### src/rtl/mkio_bc_control.sv
`default_nettype none
// ============================================================================
// Module   : mkio_bc_control
// Brief    : Bus-controller transaction sequencer: command, data, status, RX.
// Revision : 1.0 - initial release
// ============================================================================
module mkio_bc_control #(
  parameter logic [15:0] TIMEOUT = 16'd1400
) (
  input  logic        clk,
  input  logic        reset,
  input  logic        start,
  input  logic [4:0]  rt_addr,
  input  logic [4:0]  subaddr,
  input  logic        dir,
  input  logic [4:0]  word_count,
  output logic [4:0]  buf_addr,
  input  logic [15:0] buf_rdata,
  output logic [15:0] buf_wdata,
  output logic        buf_we,
  output logic        tx_ready,
  output logic [15:0] tx_data,
  output logic        tx_cd,
  input  logic        tx_busy,
  input  logic        rx_done,
  input  logic [15:0] rx_data,
  input  logic        rx_cd,
  input  logic        p_error,
  output logic        busy,
  output logic        done,
  output logic [15:0] status_word,
  output logic        err_timeout,
  output logic        err_parity,
  output logic        err_addr,
  output logic        err_format
);

  localparam logic [2:0] c_idle        = 3'd0;
  localparam logic [2:0] c_send_cmd    = 3'd1;
  localparam logic [2:0] c_wait_tx     = 3'd2;
  localparam logic [2:0] c_fetch       = 3'd3;
  localparam logic [2:0] c_send_data   = 3'd4;
  localparam logic [2:0] c_wait_status = 3'd5;
  localparam logic [2:0] c_rx_data     = 3'd6;
  localparam logic [2:0] c_finish      = 3'd7;

  logic [2:0]  r_state;
  logic [4:0]  r_rt_addr;
  logic [4:0]  r_subaddr;
  logic        r_dir;
  logic [5:0]  r_n;
  logic [5:0]  r_idx;
  logic [15:0] r_timer;
  logic        r_seen_busy;
  logic        r_data_phase;

  logic [4:0]  r_buf_addr;
  logic [15:0] r_buf_wdata;
  logic        r_buf_we;
  logic        r_tx_ready;
  logic [15:0] r_tx_data;
  logic        r_tx_cd;
  logic        r_busy;
  logic        r_done;
  logic [15:0] r_status_word;
  logic        r_err_timeout;
  logic        r_err_parity;
  logic        r_err_addr;
  logic        r_err_format;

  logic [5:0]  w_idx_next;
  logic        w_timer_expired;

  assign w_idx_next      = r_idx + 6'd1;
  assign w_timer_expired = (r_timer == TIMEOUT - 16'd1);

  always_ff @(posedge clk) begin
    if (!reset) begin
      r_state       <= c_idle;
      r_rt_addr     <= 5'd0;
      r_subaddr     <= 5'd0;
      r_dir         <= 1'b0;
      r_n           <= 6'd0;
      r_idx         <= 6'd0;
      r_timer       <= 16'd0;
      r_seen_busy   <= 1'b0;
      r_data_phase  <= 1'b0;
      r_buf_addr    <= 5'd0;
      r_buf_wdata   <= 16'd0;
      r_buf_we      <= 1'b0;
      r_tx_ready    <= 1'b0;
      r_tx_data     <= 16'd0;
      r_tx_cd       <= 1'b0;
      r_busy        <= 1'b0;
      r_done        <= 1'b0;
      r_status_word <= 16'd0;
      r_err_timeout <= 1'b0;
      r_err_parity  <= 1'b0;
      r_err_addr    <= 1'b0;
      r_err_format  <= 1'b0;
    end else begin
      r_tx_ready <= 1'b0;
      r_buf_we   <= 1'b0;
      r_done     <= 1'b0;
      case (r_state)
        c_idle: begin
          if (start) begin
            r_rt_addr     <= rt_addr;
            r_subaddr     <= subaddr;
            r_dir         <= dir;
            r_n           <= (word_count == 5'd0) ? 6'd32 : {1'b0, word_count};
            r_idx         <= 6'd0;
            r_err_timeout <= 1'b0;
            r_err_parity  <= 1'b0;
            r_err_addr    <= 1'b0;
            r_err_format  <= 1'b0;
            r_busy        <= 1'b1;
            r_state       <= c_send_cmd;
          end
        end
        c_send_cmd: begin
          if (!tx_busy) begin
            r_tx_ready   <= 1'b1;
            r_tx_data    <= {r_rt_addr, r_dir, r_subaddr, r_n[4:0]};
            r_tx_cd      <= 1'b0;
            r_seen_busy  <= 1'b0;
            r_data_phase <= 1'b0;
            r_state      <= c_wait_tx;
          end
        end
        c_wait_tx: begin
          // A word is finished only after busy has been seen high and then low.
          if (tx_busy) begin
            r_seen_busy <= 1'b1;
          end else if (r_seen_busy) begin
            if (r_data_phase ? (r_idx == r_n) : r_dir) begin
              r_timer <= 16'd0;
              r_state <= c_wait_status;
            end else begin
              r_buf_addr <= r_idx[4:0];
              r_state    <= c_fetch;
            end
          end
        end
        c_fetch: r_state <= c_send_data;
        c_send_data: begin
          if (!tx_busy) begin
            r_tx_ready   <= 1'b1;
            r_tx_data    <= buf_rdata;
            r_tx_cd      <= 1'b1;
            r_idx        <= w_idx_next;
            r_seen_busy  <= 1'b0;
            r_data_phase <= 1'b1;
            r_state      <= c_wait_tx;
          end
        end
        c_wait_status: begin
          if (rx_done) begin
            if (p_error) begin
              r_err_parity <= 1'b1;
              r_state      <= c_finish;
            end else if (rx_cd) begin
              r_err_format <= 1'b1;
              r_state      <= c_finish;
            end else begin
              r_status_word <= rx_data;
              if (rx_data[15:11] != r_rt_addr) begin
                r_err_addr <= 1'b1;
                r_state    <= c_finish;
              end else if (r_dir) begin
                r_idx   <= 6'd0;
                r_timer <= 16'd0;
                r_state <= c_rx_data;
              end else begin
                r_state <= c_finish;
              end
            end
          end else if (w_timer_expired) begin
            r_err_timeout <= 1'b1;
            r_state       <= c_finish;
          end else begin
            r_timer <= r_timer + 16'd1;
          end
        end
        c_rx_data: begin
          if (rx_done) begin
            if (p_error) begin
              r_err_parity <= 1'b1;
              r_state      <= c_finish;
            end else if (!rx_cd) begin
              r_err_format <= 1'b1;
              r_state      <= c_finish;
            end else begin
              r_buf_we    <= 1'b1;
              r_buf_addr  <= r_idx[4:0];
              r_buf_wdata <= rx_data;
              r_idx       <= w_idx_next;
              r_timer     <= 16'd0;
              if (w_idx_next == r_n) r_state <= c_finish;
            end
          end else if (w_timer_expired) begin
            r_err_timeout <= 1'b1;
            r_state       <= c_finish;
          end else begin
            r_timer <= r_timer + 16'd1;
          end
        end
        c_finish: begin
          r_done  <= 1'b1;
          r_busy  <= 1'b0;
          r_state <= c_idle;
        end
        default: r_state <= c_idle;
      endcase
    end
  end

  assign buf_addr    = r_buf_addr;
  assign buf_wdata   = r_buf_wdata;
  assign buf_we      = r_buf_we;
  assign tx_ready    = r_tx_ready;
  assign tx_data     = r_tx_data;
  assign tx_cd       = r_tx_cd;
  assign busy        = r_busy;
  assign done        = r_done;
  assign status_word = r_status_word;
  assign err_timeout = r_err_timeout;
  assign err_parity  = r_err_parity;
  assign err_addr    = r_err_addr;
  assign err_format  = r_err_format;

endmodule
`default_nettype wire

### config.mk
export PLATFORM = sky130hd
export DESIGN_NAME = mkio_bc_control
export DESIGN_NICKNAME = d
export VERILOG_FILES = /design/src/rtl/mkio_bc_control.sv
export SDC_FILE = /design/constraint.sdc
export NUM_CORES = 1
export LEC_CHECK = 0
export ABC_AREA = 0
export CORE_ASPECT_RATIO = 1.1
export CORE_MARGIN = 1.5
export CORE_UTILIZATION = 50
export CTS_CLUSTER_DIAMETER = 40
export CTS_CLUSTER_SIZE = 8
export DETAILED_ROUTE_END_ITERATION = 8
export GPL_TIMING_DRIVEN = 0
export PLACE_DENSITY = 0.8
export SLEW_MARGIN = 30
export SYNTH_ARGS = -nofsm -noshare
export SYNTH_HDL_FRONTEND = slang
export SYNTH_SLANG_ARGS = --single-unit
### constraint.sdc
create_clock -name clk -period 3.3 [get_ports clk]
set_input_delay 0.99 -clock clk [delete_from_list [all_inputs] [get_ports clk]]
set_output_delay 0.99 -clock clk [all_outputs]
set_load 0.01 [all_outputs]
==> impl_metrics.tcl, run 1 <==
set metrics [dict create \
    internal-power_uw 2344 \
    die_area_um2 10510 \
    setup.worst_path.class "in -> reg" \
    grt_pass1_wl_um 20960 \
    io_buffers 115 \
    setup.worst_path.start "rx_cd" \
    drive_gt1_share_pct 5.989 \
    layout.nets 770 \
    fillers 817 \
    ir_drop_v 0.0003406 \
    finalCritPeriodShare_pct 97.73 \
    start_kind "input port" \
    slowest_stage "clkdlybuf4s50_1" \
    drv_cap 0 \
    die_h_um 107.4 \
    powerDensity_nw_per_um2 533.1 \
    hp-class "reg -> reg" \
    cts_sinks 105 \
    cts_made_buffers 9 \
    synth.distinct_cells 51 \
    coreArea_um2 9490 \
    finalSetupViolations 0 \
    hpwl_um 9775 \
    initial_core_util_pct 52.18 \
    p_sw_share_pct 32.80 \
    routabilityCongestion 0.9168 \
    tightest_slew_ns 0.8613 \
    detail-route-antenna-nets 0 \
    finalWirelength_um 13110 \
    grt_pass1_vias 4431 \
    p_comb_share_pct 32.3 \
    seqCellArea_um2 2102 \
    cts_root_buffer "clkbuf_8" \
    vias 4624 \
    synth_area_per_cell_um2 8.480 \
    rsz0062_at_grt "false" \
    crit_arrival_ns 3.53 \
    ys_seq_elements 105 \
    instances_no_fill 836 \
    grt_max_degree 17 \
    p_clk_share_pct 25.0 \
    rows 37 \
    drtIter0Drc 282 \
    synth_seq_area_share_pct 42.45 \
    synthCells 584 \
    multiInputGateArea_um2 2686 \
    finalHoldViolCount 0 \
    clk_latency_ns 0.37 \
    routedWlPerCell_um 15.68 \
    drc_errors 0 \
    fin_total_pwr_uw 3488 \
    io_pins 117 \
    slew_headroom_pct 42.14 \
    worst_ep_required_time_ns 3.61 \
    die_w_um 97.89 \
    synth_area_um2 4952 \
    fmax_mhz 310.1 \
    ctsLongestPathBuffers 2 \
    leakage_uw 0.002398 \
    p_switching_uw 1144 \
    syn-num-nets 641 \
    status "finished clean" \
    crit_path_max_fanout 10 \
    antenna_found_initial 1 \
    slew_viol_final 0 \
    cts_tree "built" \
    firstDrtPassIters 4 \
    routed_via_density 5.531 \
    grt_util_all_layers_pct 24.76 \
    ys.warnings.count 0 \
    hp-start "status_word[14]" \
    clkTransAtPathRegs_ns 0.09 \
    cp_cell_sequence "clkdlybuf4s50_1, or3b_1, a21oi_1, or3_1, buf_2, or4_1, buf_2, buf_6, or3_1, a21oi_2" \
    cpPeakStageDelay_ns 0.54 \
    skew_ns 0.009653 \
    min_period_ns 3.225 \
    cp-end-kind "flop" \
    syn_to_final_growth_pct 32.11 \
    grt-ovfl-total 0 \
    post-place-cells 816 \
    worstReg2RegStart "r_state[0]" \
    ctsHtreeMaxLevel 3 \
    seqPwrFrac_pct 42.7 \
]
[repair_timing]
item	in CTS	in global routing
pin swaps	0	2
resized for setup	3	8
cloned	0	0
setup endpoints to repair	14	7
hold buffers	0	0
setup buffers	0	3
[cell type report]
| type | count | share of cell area, % |
|---|---|---|
| antenna | 1 | 0.03825 |
| buffer | 38 | 2.544 |
| clock buffer | 11 | 2.161 |
| clock inverter | 5 | 1.205 |
| inverter | 10 | 0.5737 |
| multi-input combinational | 431 | 41.06 |
| sequential | 105 | 32.13 |
| tap | 117 | 2.238 |
| timing repair buffer | 118 | 18.05 |
[metal layers]
metal	GRT usage [%]	vias to the layer above	wire (um)
met4	12.35	0	332
li1	-	2284	-
met1	29.93	2177	5655
met5	0	-	0
met2	41.08	137	6332
met3	6.039	26	785
[cells in the mapped netlist, drive strengths merged]
library cell	number	area share, %
buf	11	1.3
nor2b	11	1.4
o32ai	1	0.18
nand3	12	1.2
and2	6	0.76
o21a	1	0.15
o221a	1	0.23
nand2b	7	0.88
clkbuf	27	2.0
a21oi	22	2.3
and3	4	0.51
nand3b	2	0.30
or3	8	1.0
a211oi	1	0.15
o21ba	2	0.40
nor3	14	1.4
ha	2	0.51
or3b	1	0.18
a2111oi	1	0.18
mux2i	22	4.4
nor3b	3	0.45
o211a	17	3.4
a31o	2	0.35
xnor2	8	1.4
nor4	8	1.6
or2	1	0.13
or4	9	1.4
nand4	6	0.76
a21boi	55	8.6
a31oi	9	1.4
and4b	1	0.20
and3b	1	0.18
inv	10	0.76
o31ai	2	0.30
nand2	131	9.9
and4	3	0.53
dfxtp	105	42
o21bai	1	0.15
xor2	14	2.6
o21ai	20	2.0
o41ai	1	0.18
nor2	21	1.6
[per-stage QoR]
step | hold WS (ns) | worst slack [ns] | area [um^2] | setup TNS, ns | util (%)
5_1_grt | 0.4936 | 0.007800 | 6543 | 0 | 68.94
4_1_cts | 0.4713 | 0.01717 | 6489 | 0 | 68.37
3_3_place_gp | 0.4496 | -0.6508 | 6250 | -9.201 | 65.85
2_1_floorplan | 0.4428 | 0.3460 | 4952 | 0 | -
3_5_place_dp | 0.4577 | -0.7268 | 6250 | -10.19 | 65.85
6_report | 0.4709 | 0.07487 | 6543 | 0 | 68.94
[registers in the layout (all words and copies together) (netlist names), 3 cells and up]
name and count:
buf_wdata 16, r_timer 16, status_word 16, tx_data 16, r_idx 6, r_n 6
buf_addr 5, r_rt_addr 5, r_subaddr 5, r_state 3
[critical path, delay by kind of cell]
kind | cells | cell delay [ns]
buffers and inverters | 4 | 1.03
and+or+nand+nor | 4 | 1.31
AOI/OAI and AO/OA | 2 | 0.21
[cells in the final DEF (no fill, tap or decap), types with 3 or more instances in the layout]
| cell type | count |
|---|---|
| inv_1 | 9 |
| buf_1 | 4 |
| or4_1 | 9 |
| clkbuf_8 | 10 |
| nand2b_1 | 7 |
| and2_1 | 6 |
| nor2b_1 | 11 |
| nor3_1 | 13 |
| nand2_1 | 130 |
| o21ai_0 | 19 |
| a31oi_1 | 7 |
| xor2_1 | 13 |
| and4_1 | 3 |
| or3_1 | 8 |
| clkdlybuf4s50_1 | 112 |
| buf_4 | 4 |
| a21boi_0 | 54 |
| nor3b_1 | 3 |
| nand4_1 | 6 |
| a21oi_1 | 20 |
| dfxtp_1 | 105 |
| nor2_1 | 21 |
| o211a_1 | 17 |
| xnor2_1 | 8 |
| clkbuf_1 | 28 |
| mux2i_1 | 22 |
| nor4_1 | 6 |
| and3_1 | 4 |
| buf_2 | 4 |
| dlymetal6s2s_1 | 3 |
| nand3_1 | 12 |
[power groups by stage]
stage	clock network, uW	logic, uW	registers, uW
after detailed placement	0	1100	1520
after global routing	946	1240	1510
final	873	1130	1490
after CTS	899	1120	1490
after global placement	0	1090	1510
after floorplan	0	682	1530
[path summary, 6_finish.rpt]
kind | cells after the start | slack, ns | endpoint
max | 10 | 0.07 | r_timer[6]
min | 2 | 0.47 | status_word[14]
max reg2reg | 8 | 0.63 | tx_data[15]
min reg2reg | 2 | 0.47 | status_word[14]
[kinds of logic after synthesis]
kind of cell    Yosys count  share of synthesized area (%)
xor+xnor                 22                          4.043
simple gates            249                          24.41
compound gates          136                          20.04
fa+ha+maj                 2                         0.5052
buf+inv                  48                          4.118
mux                      22                          4.447
flops                   105                          42.45
Note: power is estimated with default switching activity, not from simulation.
==> inputs of run 2 (changes only) <==
Settings changed: CTS_CLUSTER_DIAMETER 40 to default.
==> results of run 2 <==
Final layout, timing and power as in run 1 (identical DEF).
==> inputs of run 3 (changes only) <==
Settings changed: HOLD_SLACK_MARGIN from default to 0.02.
==> results of run 3 <==
Final layout, timing and power as in run 1 (identical DEF).
